[config.mk]
export PLATFORM = sky130hd
export DESIGN_NAME = demux2_buf_flat
export DESIGN_NICKNAME = d
export VERILOG_FILES = /design/src/rtl/demux2_buf_if.sv /design/src/rtl/demux2_buf.sv /design/src/flat_wrapper.sv
export SDC_FILE = /design/constraint.sdc
export NUM_CORES = 1
export LEC_CHECK = 0
export ABC_CLOCK_PERIOD_IN_PS = 7600
export CAP_MARGIN = 20
export CORE_MARGIN = 1.5
export CORE_UTILIZATION = 55
export DETAILED_ROUTE_END_ITERATION = 12
export MAX_ROUTING_LAYER = met4
export PLACE_DENSITY = 0.82
export RECOVER_POWER = 25
export SLEW_MARGIN = 20
export SYNTH_ARGS = -nofsm -noshare
export SYNTH_HDL_FRONTEND = slang
export SYNTH_SLANG_ARGS = --single-unit
export TNS_END_PERCENT = 100
[constraint.sdc]
create_clock -name clk -period 7.6 [get_ports clk]
set_input_delay 1.14 -clock clk [delete_from_list [all_inputs] [get_ports clk]]
set_output_delay 1.14 -clock clk [all_outputs]
set_load 0.01 [all_outputs]
[src/rtl/demux2_buf_if.sv]
// Handshake bundle for demux2_buf: one producer stream in, two consumer lanes out.
// The master side (producer and consumers) drives requests; the slave side is the demux.
interface demux2_buf_if #(
  parameter int WIDTH = 32,
  parameter int DEPTH = 2
);
  localparam int CW = $clog2(DEPTH) + 1;

  logic [WIDTH-1:0] d;
  logic             s;
  logic             valid_i;
  logic             ready_o;
  logic [WIDTH-1:0] y0;
  logic [WIDTH-1:0] y1;
  logic             valid0_o;
  logic             valid1_o;
  logic             ready0_i;
  logic             ready1_i;
  logic [CW-1:0]    count0;
  logic [CW-1:0]    count1;

  modport master (
    output d, s, valid_i, ready0_i, ready1_i,
    input  ready_o, y0, y1, valid0_o, valid1_o, count0, count1
  );

  modport slave (
    input  d, s, valid_i, ready0_i, ready1_i,
    output ready_o, y0, y1, valid0_o, valid1_o, count0, count1
  );
endinterface

[src/rtl/demux2_buf.sv]
// Registered 1-to-2 demultiplexer: the select bit steers each accepted word into one
// of two independent lane FIFOs, so a stalled consumer never blocks the other lane.
module demux2_buf #(
  parameter int WIDTH = 32,
  parameter int DEPTH = 2
) (
  input logic         clk,
  input logic         reset,
  demux2_buf_if.slave bus
);
  localparam int PW = $clog2(DEPTH);
  localparam int CW = PW + 1;

  logic [WIDTH-1:0] mem  [2][DEPTH];
  logic [PW-1:0]    wptr [2];
  logic [PW-1:0]    rptr [2];
  logic [CW-1:0]    cnt  [2];
  logic [1:0]       full;
  logic [1:0]       push;
  logic [1:0]       pop;

  always_comb begin
    for (int k = 0; k < 2; k++) full[k] = (cnt[k] == CW'(DEPTH));
  end

  // Full lanes refuse a push even when they pop in the same cycle.
  assign bus.ready_o = !full[bus.s];

  always_comb begin
    push         = '0;
    push[bus.s]  = bus.valid_i && !full[bus.s];
    pop[0]       = (cnt[0] != '0) && bus.ready0_i;
    pop[1]       = (cnt[1] != '0) && bus.ready1_i;
  end

  always_ff @(posedge clk) begin
    if (!reset) begin
      for (int k = 0; k < 2; k++) begin
        wptr[k] <= '0;
        rptr[k] <= '0;
        cnt[k]  <= '0;
      end
    end else begin
      for (int k = 0; k < 2; k++) begin
        if (push[k]) wptr[k] <= wptr[k] + PW'(1);
        if (pop[k])  rptr[k] <= rptr[k] + PW'(1);
        case ({push[k], pop[k]})
          2'b10:   cnt[k] <= cnt[k] + CW'(1);
          2'b01:   cnt[k] <= cnt[k] - CW'(1);
          default: cnt[k] <= cnt[k];
        endcase
      end
    end
  end

  // Storage is not reset; occupancy alone decides what is visible.
  always_ff @(posedge clk) begin
    for (int k = 0; k < 2; k++) begin
      if (push[k]) mem[k][wptr[k]] <= bus.d;
    end
  end

  assign bus.valid0_o = (cnt[0] != '0);
  assign bus.valid1_o = (cnt[1] != '0);
  assign bus.y0       = (cnt[0] != '0) ? mem[0][rptr[0]] : '0;
  assign bus.y1       = (cnt[1] != '0) ? mem[1][rptr[1]] : '0;
  assign bus.count0   = cnt[0];
  assign bus.count1   = cnt[1];
endmodule
[src/flat_wrapper.sv]
// flat-port wrapper written by rule: the top's interface ports become plain ports
module demux2_buf_flat 
#(
  parameter int WIDTH = 32,
  parameter int DEPTH = 2
)
  (clk, reset, bus_d, bus_s, bus_valid_i, bus_ready0_i, bus_ready1_i, bus_ready_o, bus_y0, bus_y1, bus_valid0_o, bus_valid1_o, bus_count0, bus_count1);
  demux2_buf_if #(.WIDTH(WIDTH), .DEPTH(DEPTH)) bus_i ();
  input logic clk;
  input logic reset;
  input wire logic [$bits(bus_i.d)-1:0] bus_d;
  input wire logic [$bits(bus_i.s)-1:0] bus_s;
  input wire logic [$bits(bus_i.valid_i)-1:0] bus_valid_i;
  input wire logic [$bits(bus_i.ready0_i)-1:0] bus_ready0_i;
  input wire logic [$bits(bus_i.ready1_i)-1:0] bus_ready1_i;
  output wire logic [$bits(bus_i.ready_o)-1:0] bus_ready_o;
  output wire logic [$bits(bus_i.y0)-1:0] bus_y0;
  output wire logic [$bits(bus_i.y1)-1:0] bus_y1;
  output wire logic [$bits(bus_i.valid0_o)-1:0] bus_valid0_o;
  output wire logic [$bits(bus_i.valid1_o)-1:0] bus_valid1_o;
  output wire logic [$bits(bus_i.count0)-1:0] bus_count0;
  output wire logic [$bits(bus_i.count1)-1:0] bus_count1;
  assign bus_i.d = bus_d;
  assign bus_i.s = bus_s;
  assign bus_i.valid_i = bus_valid_i;
  assign bus_i.ready0_i = bus_ready0_i;
  assign bus_i.ready1_i = bus_ready1_i;
  assign bus_ready_o = bus_i.ready_o;
  assign bus_y0 = bus_i.y0;
  assign bus_y1 = bus_i.y1;
  assign bus_valid0_o = bus_i.valid0_o;
  assign bus_valid1_o = bus_i.valid1_o;
  assign bus_count0 = bus_i.count0;
  assign bus_count1 = bus_i.count1;
  demux2_buf #(.WIDTH(WIDTH), .DEPTH(DEPTH)) u_core (.clk(clk), .reset(reset), .bus(bus_i));
endmodule
## Word level (Yosys, flattened, before mapping)

Memory sizes are Yosys's and may differ from the RTL's.
Index checks and enable logic that the tools add are counted.

| cells by class | value |
|---|---|
| $add $sub $neg | 8 |
| multiply operators | 0 |
| div/mod/pow operators | 0 |
| order comparisons | 8 |
| equal/unequal tests | 6 |
| shifts and indexed selects | 0 |
| muxes and demuxes | 62 |
| bitwise logic cells | 15 |
| reduce and logical (&&, ||, !) cells | 12 |

Operators by type and width:

| cell | count |
|---|---|
| 32-bit two-way mux | 10 |
| 64-bit two-way mux | 4 |
| 32-bit demux with 1-bit select | 2 |
| 64-bit OR reduction | 1 |
| 1-bit two-way mux | 39 |
| 2-bit two-way mux | 6 |
| 1-bit OR | 10 |
| 2-bit == test (second input constant) | 4 |
| 2-bit greater-or-equal comparator (second input constant) | 4 |
| 1-bit NOT with 2-bit output | 4 |
| 1-bit logical AND | 6 |
| 1-bit adder (second input constant) | 4 |
| 2-bit by 1-bit adder with 2-bit output (second input constant) | 2 |
| 2-bit by 1-bit == test with 1-bit output (second input constant) | 2 |
| 2-bit by 1-bit less-than comparator with 1-bit output (second input constant) | 2 |
| 2-bit nonzero test | 2 |
| 2-bit OR reduction | 2 |
| 2-bit by 1-bit subtractor with 2-bit output (second input constant) | 2 |
| 2-bit bitwise AND | 1 |
| 1-bit by 2-bit less-than comparator with 1-bit output (second input constant) | 1 |
| 1-bit demux with 1-bit select | 1 |
| 1-bit greater-or-equal comparator (second input constant) | 1 |
| 1-bit logical NOT | 1 |

| storage, ports and cells | value |
|---|---|
| bits in registers | 0 |
| bits in latches | 0 |
| RAM bits | 136 |
| memory bits (read-only) | 0 |
| input port bits | 38 |
| output and inout bits | 71 |
| logic and storage cells | 115 |
| memories kept | 4 |

Memories:

| memory | depth | width | rd ports | clocked after memory_dff | write ports | line | RTL |
|---|---|---|---|---|---|---|---|
| u_core.mem | 2 | 64 | 2 | 0 | 1 | demux2_buf.sv:14 | `logic [WIDTH-1:0] mem [2][DEPTH];` |
| u_core.cnt | 2 | 2 | 2 | 0 | 2 | demux2_buf.sv:17 | `logic [CW-1:0] cnt [2];` |
| u_core.rptr | 2 | 1 | 2 | 0 | 2 | demux2_buf.sv:16 | `logic [PW-1:0] rptr [2];` |
| u_core.wptr | 2 | 1 | 2 | 0 | 2 | demux2_buf.sv:15 | `logic [PW-1:0] wptr [2];` |

## Depth between registers and ports, before layout

Gate-level depths: netlist (run 1).

| logic depth | value |
|---|---|
| word-level depth | 13 |
| gate-level depth with buffers | 10 |

## Least setup slack after synthesis (run 1)

Ideal clock, no wire load.

| timing path | value |
|---|---|
| path type | input to register |
| from | in bus_s |
| to | mem u_core.mem[0][0] (netlist name) (enable) |
| library setup time | 0.421 ns |
| arrival time | 2.780 ns |
| required time | 7.179 ns |
| path slack | 4.399 ns |
| stages on the path | 2 |
| path buffers | 0 |
| cell sequence | nand3b_2 -> nor2_1 |

| between the ends | value |
|---|---|
| cells in the longest elaborated chain, start to end | 9 |
| elaborated cells on any way between the ends | 17 |
| those cells by class | order compare (2); mux (10); bitwise (1); reduce/logical (4) |

Ends and longest elaborated chain:

| what | line | RTL |
|---|---|---|
| from (decl) | flat_wrapper.sv:12 | `input wire logic [$bits(bus_i.s)-1:0] bus_s;` |
| 1-bit by 2-bit less-than comparator with 1-bit output (not written as such) (tied with other cells) | demux2_buf.sv:31 | `push[bus.s] = bus.valid_i && !full[bus.s];` |
| 1-bit logical AND / 1-bit two-way mux (equally long branches) | demux2_buf.sv:31 |  |
| 1-bit two-way mux (not written as such) / 1-bit logical NOT (equally long branches) | demux2_buf.sv:31 |  |
| 1-bit demux with 1-bit select / 1-bit logical AND (equally long branches) | -- |  |
| 2-bit bitwise AND (no line) * | -- |  |
| 1-bit two-way mux | demux2_buf.sv:59 | `if (push[k]) mem[k][wptr[k]] <= bus.d;` |
| 64-bit two-way mux (not written as such) | demux2_buf.sv:59 |  |
| 64-bit OR reduction (no line) | -- |  |
| 1-bit two-way mux (no line) / 64-bit two-way mux (equally long branches) | -- |  |
| to (decl) | demux2_buf.sv:14 |  |

Mark *: on every way between the ends. The rest lies on a longest branch, timed or not. The select of a mux whose other input is x is not followed.

==> PnR_summary.wiki, run 1 <==
{| class="wikitable"
! Metric !! Value
|-
| Post-route fraction of the period consumed by the critical path || 0.525
|-
| Average detailed-routed wire length per instance || approximately 18 um
|-
| FF-to-FF path depth || 7
|-
| Vias in the first global route || 3,097
|-
| Max H-tree Level || 4
|-
| Layout Utilization || 0.765
|-
| Wire length of the first global-routing pass || 15,800 um
|-
| Adder and majority gate portion of the synthesized area || 0.0117
|-
| Post-synthesis share of cell area spent on xor and xnor gates || 0.00163
|-
| Compound-Gate Fraction of Synth Area || 0.00910
|-
| Part of the total power dissipated in combinational logic || 0.188
|-
| Seq pwr share || 0.436
|-
| Routed Antenna Nets || 0
|-
| Cells along the critical path || buf_4 > mux2i_1 > nor2_1 > clkdlybuf4s50_1
|-
| CTS tree || built
|-
| Sequential cell area || 0.00408 sq mm
|-
| Crit Reg-Reg Startpoint || u_core.cnt[0][0]
|-
| Total clock sinks || 136
|-
| Post-Synth Simple-Gate Area || 0.0728
|-
| Total routing usage reported by global routing || 0.220
|-
| Fill cells || 565
|-
| Count of cell types in the netlist || 27
|-
| Crit path buf inv count || 2
|-
| Site row count || 35
|-
| Number of antenna cells inserted || 0
|-
| Status || finished clean
|-
| Final Hold Vio Count || 0
|-
| Routed length on met2 || 5760 um
|-
| Leakage power total || 2.55 nW
|-
| Uppermost layer routed || met4
|-
| Total length of routed met3 wires || 434 um
|-
| Initial antenna violation count || 0
|-
| Power dissipated by switching net loads || 0.525 mW
|-
| Slowest-stage cell, CP || edfxtp_1
|-
| Maximum frequency from static timing analysis || 0.250 GHz
|-
| Buffer depth of the longest clock path || 2
|-
| Chip Height || 102 um
|-
| Total Wirelength || about 11,000 um
|-
| Multi-input combinational cell area || 0.00118 sq mm
|-
| DRC errors left || 0
|-
| Count of endpoints failing setup in the final report || 0
|-
| Multiplexer area fraction after synthesis || 0.119
|-
| RR Endpoint || u_core.cnt[0][1]
|-
| Number of violations reported at the end of detailed-routing iteration 0 || 146
|-
| Core region area || 0.00933 sq mm
|-
| Setup TNS || 0 ns
|-
| Clock Tree Root || clkbuf_8
|-
| Source of the worst hold timing path || u_core.cnt[1][0]
|-
| Fin. max-slew vios || 0
|-
| Most used cells in the layout excluding fill and tap cells || edfxtp_1, clkdlybuf4s50_1, nor2_1
|-
| Dominant combinational cell family by area after synthesis || multiplexers
|-
| Post-synthesis cell area || 0.00536 sq mm
|-
| Clock-pin transition on the worst setup and hold timing paths || roughly 0.06 ns
|-
| Max-cap viol count || 0
|-
| Tightest slew margin relative to the limit || 0.296
|-
| Most frequent standard cell in the layout excluding fill and tap cells || edfxtp_1
|-
| Final HPWL DP || 6490 um
|-
| Top Ports || 109
|-
| Clock buffer count from CTS || 17
|-
| Final RePlAce weighted congestion || 0.730
|-
| Largest net degree at the start of global routing || 34
|-
| Shortest clock period the worst path allows after layout || 3.99 ns
|-
| Clk Latency, worst-skew pair || 0.50 ns
|-
| Post-synthesis net count || 377
|-
| Class of the most critical setup path || flip-flop to output pin
|-
| Die ar. || between 0.01 and 0.015 sq mm
|-
| Met1 WL || 4340 um
|-
| Post-Synthesis Cells || around 330
|-
| Die Wd || 102 um
|-
| CP required || between 6 and 7 ns
|-
| Proportion of power drawn by the clock network || 0.376
|-
| Final-stage net count || just under 500
|-
| Starting density of the core || 0.575
|-
| Synth Register Bits || 136
|-
| Top delay family on crit path || flip-flops
|-
| Tightest Hold Check Type || flip-flop to flip-flop
|-
| Setup slack of the worst register-to-register path || 4.90 ns
|-
| Internal Dissipation || 1.54 mW
|-
| # port buffers || 108
|-
| Sequential fraction of the synthesis area || 0.761
|-
| Detailed-route via count || 3,083
|-
| RSZ-0062 raised after global routing || false
|-
| Hold Crit Depth || 1
|-
| Worst Setup End Kind || output pin
|-
| Share of post-route cells with drive strength above 1 || 0.0933
|-
| Crit path arrival time || 2.85 ns
|-
| Layout Skew || roughly 0.0082 ns
|-
| Critical path fanouts, max || 18
|-
| Element type at the critical path start || flip-flop
|-
| Stage delay of the slowest cell on the critical path || 1.03 ns
|-
| Gr ovfl total || 0
|-
| Total power divided by cell area || 289 mW/mm^2
|-
| First drt pass iteration count || 5
|-
| Hold worst-path end || u_core.cnt[1][0]
|-
| Post-CTS sizing || 0
|-
| Average cell area after synthesis || about 16 sq um
|-
| # Post-CTS Setup Buffers || 0
|-
| Worst Max-Slew Pin Slew || 1.05 ns
|-
| Worst IR Drop VDD || roughly 190 uV
|-
| Number of warnings reported in the yosys synthesis log || 0
|-
| Vias per inst || ~5.2
|-
| Fraction of power spent switching nets || 0.254
|-
| Area grow syn2layout || 33.1%
|-
| Count of hold-fix buffers inserted at cts || 0
|}
[cell families after synthesis]
kind of cell,Yosys count
simple gates,93
xor+xnor,1
compound gates,8
flops,136
buf+inv,27
mux,64
fa+ha+maj,5
[layout make-up]
type                            instances  share of cell area
Sequential cell                       136               0.572
Tap cell                              129              0.0226
Multi-Input combinational cell        171               0.165
Clock inverter                         14              0.0210
Timing Repair Buffer                  111               0.155
Clock buffer                           18              0.0585
Inverter                               11             0.00578
[synthesized netlist by cell type]
cell type	instances	share of area
nand2_1	7	0.0049
o21ai_1	1	0.00093
inv_2	1	0.00070
mux2i_1	64	0.12
buf_4	6	0.0084
xor2_1	1	0.0016
nor2_4	1	0.0021
edfxtp_1	136	0.76
ha_1	5	0.012
nor3_2	1	0.0019
a211oi_1	2	0.0028
buf_1	2	0.0014
o21ai_0	2	0.0019
nor3_1	2	0.0019
or2_2	1	0.0012
nand3_1	1	0.00093
nand3b_2	1	0.0021
a21oi_1	1	0.00093
clkbuf_1	4	0.0028
or2b_1	1	0.0014
nor2_1	76	0.053
a31oi_1	1	0.0012
and2_1	1	0.0012
or4_4	1	0.0021
buf_2	4	0.0037
inv_1	10	0.0070
o211ai_1	1	0.0014
[metrics by stage]
stage               power [mW]  cell area, sq um  hold slack (ns)  setup slack (ns)  instances
CTS                       2.08              7140            0.631              3.54        590
detailed placement        1.31              6570            0.618              4.04        558
finish                    2.06              7140            0.626              3.61        590
floorplan                 1.10              5360            0.563              4.40        334
global placement          1.30              6570            0.608              4.07        558
global route              2.13              7140            0.637              3.48        590
[how the worst max path moves through the flow]
stage                      startpoint          endpoint  slack [ns]  depth (start not counted)
global placement                bus_s       bus_ready_o        4.07                          4
floorplan                       bus_s  u_core.mem[0][0]        4.40                          2
finish              u_core.rptr[0][0]        bus_y0[14]        3.61                          4
detailed placement              bus_s       bus_ready_o        4.04                          4
global route        u_core.rptr[0][0]        bus_y0[12]        3.48                          4
CTS                 u_core.rptr[0][0]        bus_y0[14]        3.54                          4
[registers in the layout (all words and copies together), names as in the netlist]
name,cells
u_core.mem,128
u_core.wptr,2
u_core.rptr,2
u_core.cnt,4
[power by group through the flow]
stage | Clock [mW] | Combinational [mW] | Sequential, mW
2_1_floorplan | 0 | 0.196 | 0.900
3_3_place_gp | 0 | 0.383 | 0.912
3_5_place_dp | 0 | 0.393 | 0.915
4_1_cts | 0.785 | 0.395 | 0.900
5_1_grt | 0.815 | 0.416 | 0.903
6_report | 0.776 | 0.387 | 0.899
[per-layer routing]
layer  track usage  vias to the layer above
li1              -                     1457
met1         0.254                     1538
met2         0.379                       81
met3        0.0538                        7
met4        0.0705                        0
met5             -                        -
[worst register-to-register path, cell delays in order (launching register included)]
cell	delay (ns)
edfxtp_1	0.49
nor2_4	0.74
inv_2	0.07
nand2_1	0.15
ha_1	0.26
or4_4	0.54
nand2_1	0.12
nor3_1	0.08
Note: power is estimated with default switching activity, not from simulation.
==> run 2, diff against run 1 <==
--- a/config.mk
+++ b/config.mk
@@ -5,13 +5,13 @@
 export SDC_FILE = /design/constraint.sdc
 export NUM_CORES = 1
 export LEC_CHECK = 0
-export ABC_CLOCK_PERIOD_IN_PS = 7600
+export ABC_CLOCK_PERIOD_IN_PS = 3690
 export CAP_MARGIN = 20
 export CORE_MARGIN = 1.5
-export CORE_UTILIZATION = 55
+export CORE_UTILIZATION = 51
 export DETAILED_ROUTE_END_ITERATION = 12
 export MAX_ROUTING_LAYER = met4
-export PLACE_DENSITY = 0.82
+export PLACE_DENSITY = 0.76
 export RECOVER_POWER = 25
 export SLEW_MARGIN = 20
 export SYNTH_ARGS = -nofsm -noshare
==> constraint.sdc (replaced) <==
create_clock -name clk -period 3.69 [get_ports clk]
set_input_delay 0.5535 -clock clk [delete_from_list [all_inputs] [get_ports clk]]
set_output_delay 0.5535 -clock clk [all_outputs]
set_load 0.01 [all_outputs]
==> run 2 against run 1 <==
- register-to-register slack got worse by 3.6 ns
- sequential share of layout area down 0.53 points
- die area rose by 7.6%
- worst hold slack improved by 0.0017 ns
- cell area increased by 0.93%
- cell count up 2.4%
- combinational power up 110%
- non-clock buffer count grew 6
- count of clock-buffer cells in the layout rose by 1
- utilization fell by 6.4 points
- critical path type unchanged
==> PnR_summary.wiki, run 2 (synthesis gave the netlist of run 1 again) <==
{| class="wikitable"
! Metric !! Value
|-
| Site row count || 37 (+5.7%)
|-
| Total clock sinks || 136 (unchanged)
|-
| Die Wd || 106 um (+3.7%)
|-
| Total routing usage reported by global routing || 0.211 (-0.00910)
|-
| Vias in the first global route || 3,091 (-0.19%)
|-
| Max-cap viol count || 0 (unchanged)
|-
| Hold Crit Depth || 1 (unchanged)
|-
| Final HPWL DP || 6590 um (+1.6%)
|-
| Area grow syn2layout || 34.3%
|-
| Status || finished clean
|-
| FF-to-FF path depth || 6 (-1)
|-
| Starting density of the core || 0.522 (-0.0531)
|-
| Flip-flop count of the largest register after layout || 128 (unchanged)
|-
| Layout Skew || 0.00510 ns (-0.00307 ns)
|-
| Number of violations reported at the end of detailed-routing iteration 0 || 155 (+6.2%)
|-
| Wire length of the first global-routing pass || 16,400 um (+4.2%)
|-
| Crit Reg-Reg Startpoint || u_core.cnt[1][0]
|-
| Source of the worst hold timing path || u_core.cnt[1][0]
|-
| Vias per inst || 5.19 (-0.61%)
|-
| CTS tree || built
|-
| Worst IR Drop VDD || 398 uV (+110%)
|-
| Clk Latency, worst-skew pair || 0.52 ns (+0.02 ns)
|-
| Post-route setup slack || 0.673 ns (-2.93 ns)
|-
| Element type at the critical path start || flip-flop
|-
| Die ar. || 0.0111 sq mm (+7.6%)
|-
| Final-stage net count || 497 (+1.2%)
|-
| Total Wirelength || 10,800 um (+2.1%)
|-
| Share of post-route cells with drive strength above 1 || 0.101 (+0.00737)
|-
| Initial antenna violation count || 1 (+1)
|-
| Largest net degree at the start of global routing || 33 (-2.9%)
|-
| DRC errors left || 0 (unchanged)
|-
| Internal Dissipation || 3.17 mW (+110%)
|-
| Post-CTS sizing || 0 (unchanged)
|-
| # Post-CTS Setup Buffers || 0 (unchanged)
|-
| Buffer depth of the longest clock path || 2 (unchanged)
|-
| Crit path arrival time || 2.46 ns (-0.39 ns)
|-
| RR Endpoint || u_core.cnt[1][0]
|-
| Setup Slack @ Placement || 1.00 ns (-3.04 ns)
|-
| Worst Setup End Kind || output pin
|-
| Met2 track utilization from global routing || 0.349 (-0.0307)
|-
| Max H-tree Level || 4 (unchanged)
|-
| Clock-pin transition on the worst setup and hold timing paths || 0.06 ns (about the same)
|-
| First drt pass iteration count || 4 (-1)
|-
| Most frequent standard cell in the layout excluding fill and tap cells || edfxtp_1
|-
| Part of the total power dissipated in combinational logic || 0.197 (+0.009)
|-
| Fraction of power spent switching nets || 0.250 (-0.00486)
|-
| # port buffers || 108 (unchanged)
|-
| Top Ports || 109 (unchanged)
|-
| Fill cells || 715 (+27%)
|-
| Setup slack of the worst register-to-register path || 1.33 ns (-3.57 ns)
|-
| Count of endpoints failing setup in the final report || 0 (unchanged)
|-
| Global-route track usage on met1 || 0.246 (-0.00792)
|-
| Post-route fraction of the period consumed by the critical path || 0.818
|-
| Leakage power total || 2.59 nW (+1.6%)
|-
| Most used cells in the layout excluding fill and tap cells || edfxtp_1, clkdlybuf4s50_1, nor2_1
|-
| Maximum frequency from static timing analysis || approximately 0.33 GHz
|-
| Clock buffer count from CTS || 17 (unchanged)
|-
| Final RePlAce weighted congestion || 0.775 (+6.1%)
|-
| Count of hold-fix buffers inserted at cts || 0 (unchanged)
|-
| RSZ-0062 raised after global routing || false
|-
| Tightest slew margin relative to the limit || 0.475 (+0.179)
|-
| Chip Height || 106 um (+3.7%)
|-
| Global routing met3 resource utilization || 0.0594 (+0.00554)
|-
| Worst Max-Slew Pin Slew || 0.785 ns (-0.269 ns)
|-
| Power dissipated by switching net loads || 1.05 mW (+100%)
|-
| Hold worst-path end || u_core.cnt[1][0]
|-
| Core region area || 0.0103 sq mm (+10%)
|-
| Shortest clock period the worst path allows after layout || 3.02 ns
|-
| Setup TNS || 0 ns (unchanged)
|-
| CP required || 3.14 ns (-3.32 ns)
|-
| Proportion of power drawn by the clock network || 0.367 (-0.009)
|-
| Class of the most critical setup path || flip-flop to output pin
|-
| Gr ovfl total || 0 (unchanged)
|-
| Final Hold Vio Count || 0 (unchanged)
|-
| Instance count after placement with tap cells included || 571 (+2.3%)
|-
| Clock Tree Root || clkbuf_8
|-
| Total chip power || 4.22 mW (+100%)
|-
| Tightest Hold Check Type || flip-flop to flip-flop
|-
| Average detailed-routed wire length per instance || 17.9 um (-0.28%)
|-
| Detailed-route via count || 3,137 (+1.8%)
|-
| Routed Antenna Nets || 0 (unchanged)
|-
| Final non-filler cell total || 604 (+2.4%)
|-
| Fin. max-slew vios || 0 (unchanged)
|-
| GRT Max-Usage Layer || met2
|-
| Critical path fanouts, max || 22 (+4)
|-
| Seq pwr share || 0.436 (about the same)
|-
| Total power divided by cell area || 586 mW/mm^2 (+100%)
|}
## run 2: changes by cell type in the layout (fill, tap and decap cells not counted)
cell and delta:
buf_12 +2, buf_4 +4, clkbuf_1 +1, clkdlybuf4s50_1 +1, clkinv_1 +1, clkinv_2 +2, clkinv_4 +1, clkinvlp_4 -2
diode_2 +1, dlygate4sd3_1 -1, inv_6 -3
## run 2: critical path, stage by stage (launching register included)
cell	delay [ns]
edfxtp_1	0.81
buf_12	0.30
mux2i_1	0.27
nor2_1	0.07
clkdlybuf4s50_1	0.48
## run 2: worst max path at each step
| stage | slack (ns) | to | startpoint |
|---|---|---|---|
| final | 0.67 | bus_y0[31] | u_core.rptr[0][0] |
| after global routing | 0.56 | bus_y0[31] | u_core.rptr[0][0] |
| after CTS | 0.64 | bus_y0[24] | u_core.rptr[0][0] |
| after detailed placement | 1.00 | u_core.cnt[1][0] | bus_s |
| after global placement | 1.04 | u_core.cnt[1][0] | bus_s |
| after floorplan | 1.04 | u_core.mem[0][0] | u_core.cnt[0][1] |
## run 2: stage by stage
step / utilization / hold WS [ns] / instance area, sq um
floorplan: - / 0.563 / 5360
CTS: 0.701 / 0.633 / 7200
finish: 0.701 / 0.627 / 7210
detailed placement: 0.647 / 0.625 / 6650
global route: 0.701 / 0.646 / 7210
global placement: 0.647 / 0.616 / 6650
## run 2: area by class of cell
cell class              instances  area (sq um)  share of cell area
flip-flops and latches        136          4080               0.567
repair buffers                117          1170               0.163
clock buffers                  19           422              0.0585
inverters                      11          41.3             0.00573
clock inverters                13           131              0.0182
well taps                     136           170              0.0236
multi-input cells             171          1180               0.164
diodes                          1          2.50            0.000347
## run 2: power groups by stage
stage | Sequential [mW] | Combinational, mW | Clock, mW
finish | 1.84 | 0.831 | 1.55
global route | 1.85 | 0.887 | 1.65
CTS | 1.84 | 0.844 | 1.58
detailed placement | 1.87 | 0.839 | 0
global placement | 1.87 | 0.825 | 0
floorplan | 1.85 | 0.405 | 0
## run 2: metal layers
layer	share of wire	up-vias
met2	0.52	83
met1	0.43	1581
met3	0.042	12
met4	0.014	0
li1	-	1461
met5	0	-
